--- config.mk ---
export PLATFORM = sky130hd
export DESIGN_NAME = inst_fetch
export DESIGN_NICKNAME = d
export VERILOG_FILES = /design/src/rtl/inst_fetch.sv
export SDC_FILE = /design/constraint.sdc
export NUM_CORES = 1
export LEC_CHECK = 0
export CAP_MARGIN = 10
export CORE_AREA = 2 2 129 131
export CTS_CLUSTER_SIZE = 30
export DETAILED_ROUTE_END_ITERATION = 7
export DIE_AREA = 0 0 131 133
export PLACE_DENSITY = 0.84
export SETUP_SLACK_MARGIN = 0.2
export SYNTH_ARGS = -nofsm -noshare
export SYNTH_HDL_FRONTEND = slang
export SYNTH_SLANG_ARGS = --single-unit
export TNS_END_PERCENT = 5
--- constraint.sdc ---
create_clock -name clk -period 3.4 [get_ports clk]
set_clock_uncertainty 0.05 [all_clocks]
set_input_delay 0.68 -clock clk [delete_from_list [all_inputs] [get_ports clk]]
set_output_delay 0.68 -clock clk [all_outputs]
set_load 0.02 [all_outputs]
--- src/rtl/inst_fetch.sv ---
// Fetches a 1-byte opcode then a 0/4/8-byte operand and holds it for execute; zero-wait memory gives one access per cycle.
// Execute backpressure (inst_ready=0) freezes HOLD; redirects mid-access drain the outstanding read before refetching.
module inst_fetch #(
    parameter int              AW       = 16,
    parameter int              DW       = 64,
    parameter logic [AW-1:0]   RESET_PC = '0
) (
    input  logic          clk,
    input  logic          rst_n,
    input  logic          run,
    input  logic          halt,
    input  logic          redirect,
    input  logic [AW-1:0] redirect_pc,
    output logic          mem_req,
    output logic [AW-1:0] mem_addr,
    output logic [1:0]    mem_size,
    input  logic          mem_ack,
    input  logic [DW-1:0] mem_rdata,
    output logic          inst_valid,
    input  logic          inst_ready,
    output logic [7:0]    inst_opc,
    output logic [DW-1:0] inst_opl,
    output logic [AW-1:0] inst_pc,
    output logic          busy
);

    typedef enum logic [2:0] {IDLE, OPCFT, OPLFT, HOLD, DRAIN} state_t;

    state_t        state_q;
    logic [AW-1:0] pc_q;
    logic [AW-1:0] tgt_q;
    logic [AW-1:0] ipc_q;
    logic [AW-1:0] addr_q;
    logic [1:0]    size_q;
    logic          req_q;
    logic          valid_q;
    logic [7:0]    opc_q;
    logic [DW-1:0] opl_q;

    logic [AW-1:0] pc_inc_d;
    logic [DW-1:0] opl_d;
    logic [1:0]    oplsz_d;
    logic          restart_d;
    logic [AW-1:0] restart_pc_d;

    always_comb begin
        pc_inc_d = pc_q + ((size_q == 2'd2) ? AW'(8) : (size_q == 2'd1) ? AW'(4) : AW'(1));
        opl_d    = mem_rdata & ((size_q == 2'd2) ? DW'(64'hFFFF_FFFF_FFFF_FFFF)
                                                 : DW'(64'h0000_0000_FFFF_FFFF));
        oplsz_d  = mem_rdata[0] ? 2'd2 : (mem_rdata[1] ? 2'd1 : 2'd0);
    end

    // Every path that begins a fresh opcode fetch, with the PC it starts from.
    always_comb begin
        restart_d    = 1'b0;
        restart_pc_d = redirect_pc;
        case (state_q)
            IDLE: begin
                restart_d    = run;
                restart_pc_d = RESET_PC;
            end
            OPCFT, OPLFT: restart_d = redirect & mem_ack;
            HOLD: begin
                restart_d    = redirect | (inst_ready & ~halt);
                restart_pc_d = redirect ? redirect_pc : pc_q;
            end
            DRAIN: begin
                restart_d    = mem_ack;
                restart_pc_d = redirect ? redirect_pc : tgt_q;
            end
            default: ;
        endcase
    end

    always_ff @(posedge clk or negedge rst_n) begin
        if (!rst_n) begin
            state_q <= IDLE;
            pc_q    <= RESET_PC;
            tgt_q   <= '0;
            ipc_q   <= '0;
            addr_q  <= '0;
            size_q  <= 2'd0;
            req_q   <= 1'b0;
            valid_q <= 1'b0;
            opc_q   <= 8'd0;
            opl_q   <= '0;
        end else if (restart_d) begin
            state_q <= OPCFT;
            pc_q    <= restart_pc_d;
            addr_q  <= restart_pc_d;
            size_q  <= 2'd0;
            req_q   <= 1'b1;
            valid_q <= 1'b0;
        end else begin
            case (state_q)
                OPCFT, OPLFT: begin
                    if (redirect) begin
                        tgt_q   <= redirect_pc;
                        state_q <= DRAIN;
                    end else if (mem_ack) begin
                        pc_q <= pc_inc_d;
                        if (state_q == OPCFT) begin
                            opc_q <= mem_rdata[7:0];
                            ipc_q <= pc_q;
                            opl_q <= '0;
                        end else begin
                            opl_q <= opl_d;
                        end
                        if (state_q == OPCFT && oplsz_d != 2'd0) begin
                            state_q <= OPLFT;
                            addr_q  <= pc_inc_d;
                            size_q  <= oplsz_d;
                        end else begin
                            state_q <= HOLD;
                            req_q   <= 1'b0;
                            addr_q  <= '0;
                            size_q  <= 2'd0;
                            valid_q <= 1'b1;
                        end
                    end
                end
                HOLD: begin
                    if (inst_ready && halt) begin
                        state_q <= IDLE;
                        valid_q <= 1'b0;
                        pc_q    <= RESET_PC;
                    end
                end
                DRAIN: begin
                    if (redirect) begin
                        tgt_q <= redirect_pc;
                    end
                end
                IDLE: ;
                default: state_q <= IDLE;
            endcase
        end
    end

    assign mem_req    = req_q;
    assign mem_addr   = addr_q;
    assign mem_size   = size_q;
    assign inst_valid = valid_q;
    assign inst_opc   = valid_q ? opc_q : 8'd0;
    assign inst_opl   = valid_q ? opl_q : '0;
    assign inst_pc    = valid_q ? ipc_q : '0;
    assign busy       = (state_q != IDLE);

endmodule

==> results.md, run 1 <==
- Status: completed
- Period utilization: ~86%
- IO Count: 196
- Total wire length: approximately 22,000 um
- Final core utilization: a little under two thirds
- Mapped Avg Cell Area: roughly 9.7 sq um
- Post-synth EDFFs: 0
- Grt ovf: 0
- Max Freq: between 300 and 400 MHz
- Die area: about 17,000 sq um
- Post-route DRC: 0
- Leak pwr: approximately 4.7 nW
- Synth Instances: about 790
- FF-to-FF Start: mem_size[0]
- Max-cap check violation count: 0
- Setup TNS: 0 ns
- Initial drt markers: about 610
- Synth top area share: 47.0%
- Critical Path RT: 2.67 ns
- Max Slew Vio Count: 0
- Number of synthesis warnings: 0
- Vias after detailed routing: between 6,000 and 7,000
- Synthesis-to-finish area growth: 35.6%
- Setup violators final: 0
- Clock buffer depth: 2
- Syn_nets: 882
- # nets final: 1,052
- HP Class: input port to asynchronous set/reset pin
- Diode count: 0
- Worst slew pin tran: about 1.2 ns
- Final antenna-violating net count: 0
- Post-CTS sizing: 0
- Hold-fix buffers at CTS: 0
- Synth cell types: 63
- Clk pwr share: 23.5%
- Largest net degree at the start of global routing: 85
- Antenna violations before repair: 0
- Worst-path cell chain: buf_4, and2_1, clkdlybuf4s50_1
- CTS tree: done
- GPL Wtd Cong: between 0.9 and 1
- RSZ-0062 raised after global routing: no
- CP Class: flip-flop to output pin
- P_sw: ~3.4 mW
- Synth area leaders: dfrtp_1 (47%), and2_1 (7.5%), nand2_1 (7.3%)
- Sequential element share of the synthesized area: 47.0%
- CP peak stage delay: 0.64 ns
- Final HPWL DP: ~15,000 um
- Main synth FF type: dfrtp_1
- FF-to-FF setup slack: 0.69 ns
- Total core area: approximately 16,000 sq um
- Via density: 5.53
- Final Critical Period: ~2.9 ns
- CP max-delay cell: clkdlybuf4s50_1
- Clock sinks: 143
- Postcts setup bufs: 0
- Final Hold Vio Count: 0
- Switching Share: about two fifths
- WL/cell: between 15 and 20 um
- Worst-Skew Late Latency: roughly 0.42 ns
- IO buf count: 195
- Width of the chip: between 100 and 150 um
- FP Rows: 47
- Count leader, synth: nand2_1
- Gate power share: between 40% and 50%
- R2R depth: 10
- Yosys top cell by area: dfrtp_1
- Max H-tree Level: 4
- Worst relative slew slack: 21.1%
- Drt pass-1 iters: 5
- Reg clk slew, reported paths: roughly 0.06 ns
- Critical path fanouts, max: 31
- Fraction of layout instances using a drive strength above 1: 10.1%
- CP arrival: approximately 2.2 ns
- Post-synth top cells: nand2_1 (148), dfrtp_1 (143), and2_1 (91)
- Async set-reset flop share out of synthesis: 100%
- Peak supply drop: about 0.48 mV
- CP Launch Type: flip-flop
- Die Span Y: around 130 um
- Initial Util: 47.1%
- Seq pwr share: 33.7%
- Worst setup EP type: output pin
- Root Buffer: clkbuf_16
- FF-to-FF End: pc_q[14]
- First-pass GRT wire length: about 33,000 um
- Vias in the first global route: about 6,500
- Int Power: 5.41 mW
- Area of the mapped netlist: between 7000 and 8000 sq um
- P per Cell Area: ~850 nW/um^2
- Total GRT Usage: 24.8%
- Num CTS Buffers: 17
- Yosys reg bits: 143
## worst max path at each step
stage | startpoint | slack [ns] | end | cells past startpoint
finish | inst_valid | 0.49 | inst_opl[5] | 3
global route | inst_valid | 0.41 | inst_opl[5] | 3
CTS | inst_valid | 0.45 | inst_opl[5] | 3
detailed placement | mem_ack | 0.42 | mem_addr[9] | 6
global placement | mem_ack | 0.50 | mem_addr[9] | 6
floorplan | mem_size[0] | 0.83 | pc_q[14] | 9
## worst max-delay path, delay by kind of cell, from the launching register on
family / cells / cell delay [ns]
AND/OR/NAND/NOR: 1 / 0.22
buffers and inverters: 2 / 0.97
flip-flops: 1 / 0.56
## area by class of cell
class                      instances  area, sq um
multi-input combinational        575         3690
tap                              220          275
clock buffer                      20          437
fill                            1280         5840
inverter                          12         45.0
clock inverter                    11          214
sequential                       143         3580
timing repair buffer             210         2090
## flip-flops by register name (all words and copies together) (netlist names), 2 cells and up
signal    flops
ipc_q        16
mem_addr     16
mem_size      2
opc_q         8
opl_q        64
pc_q         16
state_q       3
tgt_q        16
## power groups by stage
stage | combinational, mW | clock, mW | sequential (mW)
after detailed placement | 3.73 | 0 | 2.97
final | 3.77 | 2.08 | 2.98
after floorplan | 2.58 | 0 | 2.85
after global placement | 3.61 | 0 | 2.95
after CTS | 3.77 | 2.10 | 2.96
after global routing | 4.11 | 2.17 | 3.04
## logic make-up (layout without fill, tap and decap cells)
group / after synthesis / in the layout / synth area share (%)
buf+inv: 71 / 253 / 4.63
flops: 143 / 143 / 47.0
mux: 72 / 72 / 10.6
simple gates: 379 / 379 / 24.9
xor+xnor: 14 / 14 / 1.71
compound gates: 104 / 104 / 10.1
fa+ha+maj: 6 / 6 / 0.985
## placed cells by master, fill, tap and decap left out, types with 13 or more instances in the layout
cell	count
clkbuf_16	17
mux2i_1	32
clkdlybuf4s50_1	193
nand3_1	80
buf_4	13
a21oi_1	20
and2_1	91
nand2_1	148
nor2_1	21
dfrtp_1	142
mux2_2	27
## layer usage
layer	wire (um)	share of wire, %	vias up	GRT usage [%]
li1	-	-	3068	-
met1	8480	39	3149	30.4
met2	10300	48	297	40.4
met3	1720	8.0	69	5.78
met4	997	4.6	0	12.5
met5	0	0	-	0
## per-stage QoR
stage	instances	power [mW]	worst slack, ns	hold WS [ns]	instance area, sq um
3_5_place_dp	1160	6.70	0.422	0.398	9680
4_1_cts	1191	8.83	0.453	0.299	10300
5_1_grt	1191	9.32	0.410	0.315	10300
6_report	1191	8.82	0.492	0.256	10300
2_1_floorplan	789	5.42	0.830	0.334	7620
3_3_place_gp	1160	6.56	0.503	0.391	9680
(Power assumes the default switching activity.)
==> inputs of run 2 (changes only) <==
--- a/config.mk
+++ b/config.mk
@@ -6,12 +6,12 @@
 export NUM_CORES = 1
 export LEC_CHECK = 0
 export CAP_MARGIN = 10
-export CORE_AREA = 2 2 129 131
+export CORE_AREA = 2 2 134 136
 export CTS_CLUSTER_SIZE = 30
 export DETAILED_ROUTE_END_ITERATION = 7
-export DIE_AREA = 0 0 131 133
-export PLACE_DENSITY = 0.84
-export SETUP_SLACK_MARGIN = 0.2
+export DIE_AREA = 0 0 136 138
+export PLACE_DENSITY = 0.79
+export SETUP_SLACK_MARGIN = 0.05
 export SYNTH_ARGS = -nofsm -noshare
 export SYNTH_HDL_FRONTEND = slang
 export SYNTH_SLANG_ARGS = --single-unit
==> run 2 against run 1 <==
Against the previous run:
- via count fell by 1.9%
- highest routed layer unchanged
- first-iteration DRC count fell by 2.6%
- total power fell by 3.7%
- global-route usage fell by 2.1 points
- hold slack got worse by 0.075 ns
==> results.md, run 2 (synthesis gave the netlist of run 1 again) <==
- Via density: 5.38 (-2.6%)
- IO buf count: 195 (unchanged)
- Layout Cells excl Fill: 1,199 (+0.67%)
- Diode count: 0 (unchanged)
- Setup TNS: 0 ns (unchanged)
- Fill count: 1,514 (+18%)
- Largest net degree at the start of global routing: 75 (-12%)
- Max Slew Vio Count: 0 (unchanged)
- Hold-fix buffers at CTS: 0 (unchanged)
- Post-route DRC: 0 (unchanged)
- Max reg flops: 64 (unchanged)
- FP Rows: 49 (+4.3%)
- CP Launch Point: inst_valid
- Vias after detailed routing: 6,455 (-1.9%)
- Total placed cells including tap cells: 1,166 (+0.52%)
- Final Hold Vio Count: 0 (unchanged)
- Final Critical Period: 2.79 ns (-0.121 ns)
- Antenna violations before repair: 0 (unchanged)
- Worst slew pin tran: 0.709 ns (-0.474 ns)
- Final HPWL DP: 14,400 um (-1.6%)
- FF-to-FF Start: mem_size[0]
- Synthesis-to-finish area growth: 34.8%
- CP arrival: 2.06 ns (-0.12 ns)
- Num CTS Buffers: 17 (unchanged)
- Postcts setup bufs: 0 (unchanged)
- GPL Wtd Cong: 0.887 (-4.2%)
- Total wire length: 21,000 um (-2.6%)
- Most frequent cells in the layout: clkdlybuf4s50_1 (193), nand2_1 (148), dfrtp_1 (142)
- Clock sinks: 143 (unchanged)
- First-pass GRT wire length: 33,500 um (+0.31%)
- Critical Path RT: 2.67 ns (about the same)
- R2R depth: 10 (unchanged)
- Initial Util: 43.4% (-3.7 points)
- CP Class: flip-flop to output pin
- Die area: 18,800 sq um (+7.7%)
- Status: completed
- Max-cap check violation count: 0 (unchanged)
- WL/cell: 17.5 um (-3.2%)
- Clock buffer depth: 2 (unchanged)
- Max H-tree Level: 4 (unchanged)
- Grt ovf: 0 (unchanged)
- P per Cell Area: 828 nW/um^2 (-3.1%)
- Root Buffer: clkbuf_16
- Worst relative slew slack: 52.7% (+32 points)
- Final antenna-violating net count: 0 (unchanged)
- Die Span Y: 138 um (+3.8%)
- Biggest register: opl_q
- Worst-Skew Late Latency: 0.43 ns (about the same)
- Max Freq: 359 MHz (+4.3%)
- Setup violators final: 0 (unchanged)
- Critical path fanouts, max: 57 (+84%)
- Reg clk slew, reported paths: 0.06 ns (about the same)
- CTS tree: done
- Width of the chip: 136 um (+3.8%)
- Total core area: 17,500 sq um (+8.4%)
- Initial drt markers: 592 (-2.6%)
- # nets final: 1,050 (-0.19%)
- Period utilization: 82.0% (-3.6 points)
- Fraction of layout instances using a drive strength above 1: 10.3% (+0.22 points)
- Drt pass-1 iters: 5 (unchanged)
- Total GRT Usage: 22.7% (-2.1 points)
- CP Launch Type: flip-flop
- Vias in the first global route: 6,302 (-2.5%)
- Post-CTS sizing: 0 (unchanged)
- IO Count: 196 (unchanged)
- Commonest non-fill, non-tap cell in the layout: clkdlybuf4s50_1
- RSZ-0062 raised after global routing: no
- Peak supply drop: 0.424 mV (-12%)
- Leak pwr: 4.65 nW (-0.75%)
- Worst setup EP type: output pin
- HP Class: input port to asynchronous set/reset pin
-- run 2: area by class of cell --
type                    instances  area [sq um]  area share, %
clock inverters                13           121           1.18
multi-input cells             575          3690           36.0
well taps                     229           287           2.79
flip-flops and latches        143          3580           34.9
inverters                      12          45.0          0.439
clock buffers                  19           453           4.41
repair buffers                208          2090           20.4
-- run 2: stage by stage --
| stage | hold slack (ns) | utilization (%) | cell area (sq um) | setup WS [ns] | power (mW) |
|---|---|---|---|---|---|
| 3_3_place_gp | 0.391 | 55.1 | 9670 | 0.391 | 6.59 |
| 2_1_floorplan | 0.334 | - | 7620 | 0.830 | 5.42 |
| 6_report | 0.181 | 58.6 | 10300 | 0.613 | 8.50 |
| 3_5_place_dp | 0.398 | 55.1 | 9670 | 0.363 | 6.69 |
| 4_1_cts | 0.219 | 58.4 | 10200 | 0.568 | 8.52 |
| 5_1_grt | 0.261 | 58.6 | 10300 | 0.492 | 9.07 |
-- run 2: report_power, final --
| group | total (mW) | switching [mW] | internal [mW] |
|---|---|---|---|
| logic | 3.75 | 2.11 | 1.64 |
| registers | 2.94 | 0.538 | 2.41 |
| clock network | 1.81 | 0.804 | 1.00 |
-- run 2: final timing paths --
check,end,slack [ns]
max,inst_opc[1],0.61
min,opl_q[23],0.18
max reg2reg,pc_q[14],0.80
min reg2reg,opl_q[1],0.41
max in group asynchronous,inst_valid,2.27
min in group clk,opl_q[1],0.41
-- run 2: metal layers --
layer	part of all wire, %	global-route usage (%)	wire, um	vias up
met5	0	0	0	-
met3	6.7	4.77	1410	50
li1	-	-	-	3070
met4	3.5	9.59	736	0
met2	47	35.9	9830	260
met1	43	30.1	9010	3075
-- run 2: critical path, stage by stage (launching register included) --
cell and delay, ns:
dfrtp_2 0.36, buf_4 0.38, and2_1 0.25, clkdlybuf4s50_1 0.63
==> inputs of run 3 (changes only) <==
==> constraint.sdc (replaced) <==
create_clock -name clk -period 2.8 [get_ports clk]
set_clock_uncertainty 0.05 [all_clocks]
set_input_delay 0.56 -clock clk [delete_from_list [all_inputs] [get_ports clk]]
set_output_delay 0.56 -clock clk [all_outputs]
set_load 0.02 [all_outputs]
==> run 3 against run 2 <==
Against the previous run:
- critical path depth is the same
- sequential power rose by 22%
- final cell count rose by 1.4%
- core utilization rose by 0.86 points
- global-route usage is 1.0 points higher
- register-to-register slack worse by 0.50 ns
- via count increased by 1.5%
- routed wire length increased by 6.6%
- critical endpoint unchanged
==> results.md, run 3 (synthesis gave the netlist of run 1 again) <==
- Setup TNS: 0 ns (unchanged)
- Die area: 18,800 sq um (unchanged)
- Most frequent cells in the layout: clkdlybuf4s50_1 (193), nand2_1 (148), dfrtp_1 (142)
- Total wire length: 22,400 um (+6.6%)
- Final HPWL DP: 15,600 um (+8.1%)
- CP arrival: 2.03 ns (-0.03 ns)
- Max Slew Vio Count: 0 (unchanged)
- Total core area: 17,500 sq um (unchanged)
- Post-route DRC: 0 (unchanged)
- CP Launch Type: flip-flop
- IO buf count: 195 (unchanged)
- Drt pass-1 iters: 5 (unchanged)
- Final Critical Period: between 2 and 3 ns
- Worst path bufs/invs: 2 (unchanged)
- Postcts setup bufs: 0 (unchanged)
- Synthesis-to-finish area growth: 36.8%
- Worst slew pin tran: 1.20 ns (+0.486 ns)
- Period utilization: a little over nine tenths
- Commonest non-fill, non-tap cell in the layout: clkdlybuf4s50_1
- Grt ovf: 0 (unchanged)
- Hold-fix buffers at CTS: 0 (unchanged)
- Final Hold Vio Count: 0 (unchanged)
- Biggest register: opl_q
- Reg clk slew, reported paths: 0.06 ns (about the same)
- IO Count: 196 (unchanged)
- CP delay by family, top: buffers and inverters
- FF-to-FF setup slack: 0.30 ns (-0.50 ns)
- WL/cell: 18.4 um (+5.1%)
- Clock buffer depth: 2 (unchanged)
- Initial Util: 43.4% (unchanged)
- Vias in the first global route: 6,410 (+1.7%)
- P per Cell Area: 1020 nW/um^2 (+23%)
- CP peak stage delay: 0.61 ns (-0.02 ns)
- FP Rows: 49 (unchanged)
- HP Class: input port to asynchronous set/reset pin
- Total GRT Usage: 23.7% (+1.0 points)
- GPL Wtd Cong: 0.929 (+4.7%)
- Worst-path cell chain: buf_12, and2_1, clkdlybuf4s50_1
- Worst relative slew slack: 20.3% (-32 points)
- Root Buffer: clkbuf_16
- Final antenna-violating net count: 0 (unchanged)
- Max Freq: roughly 380 MHz
- Fill count: 1,512 (-0.13%)
- Fraction of layout instances using a drive strength above 1: 11.9% (+1.5 points)
- Max-cap check violation count: 0 (unchanged)
- Antenna violations before repair: 0 (unchanged)
- Critical Path RT: 2.19 ns (-0.48 ns)
- WHS: 0.0288 ns (-0.152 ns)
- CP Class: flip-flop to output pin
- Critical path fanouts, max: 40 (-30%)
- First-pass GRT wire length: 35,000 um (+4.7%)
- RSZ-0062 raised after global routing: no
- Status: completed
- Max H-tree Level: 4 (unchanged)
- Worst-Skew Late Latency: 0.42 ns (about the same)
- CTS tree: done
- Worst setup EP type: output pin
- Initial drt markers: 395 (-33%)
- Num CTS Buffers: 17 (unchanged)
- Vias after detailed routing: 6,553 (+1.5%)
- Clock sinks: 143 (unchanged)
- Leak pwr: 4.74 nW (+1.9%)
- Diode count: 0 (unchanged)
- Largest net degree at the start of global routing: 80 (+6.7%)
- Max reg flops: 64 (unchanged)
- Die Span Y: 138 um (unchanged)
- Via density: 5.39 (about the same)
- Width of the chip: 136 um (unchanged)
- Peak supply drop: 0.559 mV (+32%)
- # nets final: 1,067 (+1.6%)
- Setup violators final: 0 (unchanged)
- CP max-delay cell: clkdlybuf4s50_1
==> run 3: cell count changes in the layout (fill, tap and decap cells not counted) <==
cell       previous run  this run
buf_12                2         4
buf_16                1         0
buf_4                10        25
bufinv_16             0         1
clkbuf_16            17        18
clkbuf_8              2         0
clkinv_2              0         1
inv_6                 3         6
inv_8                 4         1
==> run 3: final cells by class <==
type | count | area [sq um] | area share [%]
Sequential cell | 143 | 3580 | 34.4
Inverter | 12 | 45.0 | 0.432
Clock buffer | 17 | 425 | 4.08
Multi-Input combinational cell | 575 | 3690 | 35.4
Clock inverter | 15 | 149 | 1.43
Tap cell | 229 | 287 | 2.75
Timing Repair Buffer | 225 | 2240 | 21.5
==> run 3: path summary, 6_finish.rpt <==
path	from	end	cells past startpoint
worst max-delay path	inst_valid	inst_opc[1]	3
worst min-delay path	rst_n	opl_q[21]	1
worst max register to register	mem_size[0]	pc_q[15]	8
worst min register to register	opl_q[59]	opl_q[59]	2
max in group asynchronous	rst_n	opl_q[38]	2
min in group clk	opl_q[59]	opl_q[59]	2
==> run 3: where the power goes <==
group | switching (mW) | total, mW | internal [mW]
registers | 0.656 | 3.58 | 2.92
logic | 2.68 | 4.79 | 2.11
clock network | 0.967 | 2.21 | 1.25
total | 4.30 | 10.6 | 6.28
==> run 3: layer usage <==
layer,vias to the layer above,track usage (%),wire length [um]
li1,3105,-,-
met1,3164,31.1,9510
met2,251,38.8,10800
met3,33,5.24,1510
met4,0,7.89,542
met5,-,0,0
==> run 3: metrics by stage <==
| stage | cell area [sq um] | setup WS [ns] | power (mW) | util, % | std cells |
|---|---|---|---|---|---|
| 4_1_cts | 10400 | 0.0870 | 10.6 | 59.3 | 1215 |
| 3_3_place_gp | 9820 | 0.138 | 8.18 | 56.0 | 1183 |
| 2_1_floorplan | 7620 | 0.230 | 6.59 | - | 789 |
| 6_report | 10400 | 0.161 | 10.6 | 59.4 | 1216 |
| 5_1_grt | 10400 | 0.0846 | 11.3 | 59.4 | 1216 |
| 3_5_place_dp | 9820 | 0.0994 | 8.32 | 56.0 | 1183 |
==> run 3: what timing repair did <==
item                                    CTS  global route
gates resized for setup                   0             0
endpoints found under the setup margin    0             9
endpoints found under the hold margin     0             0
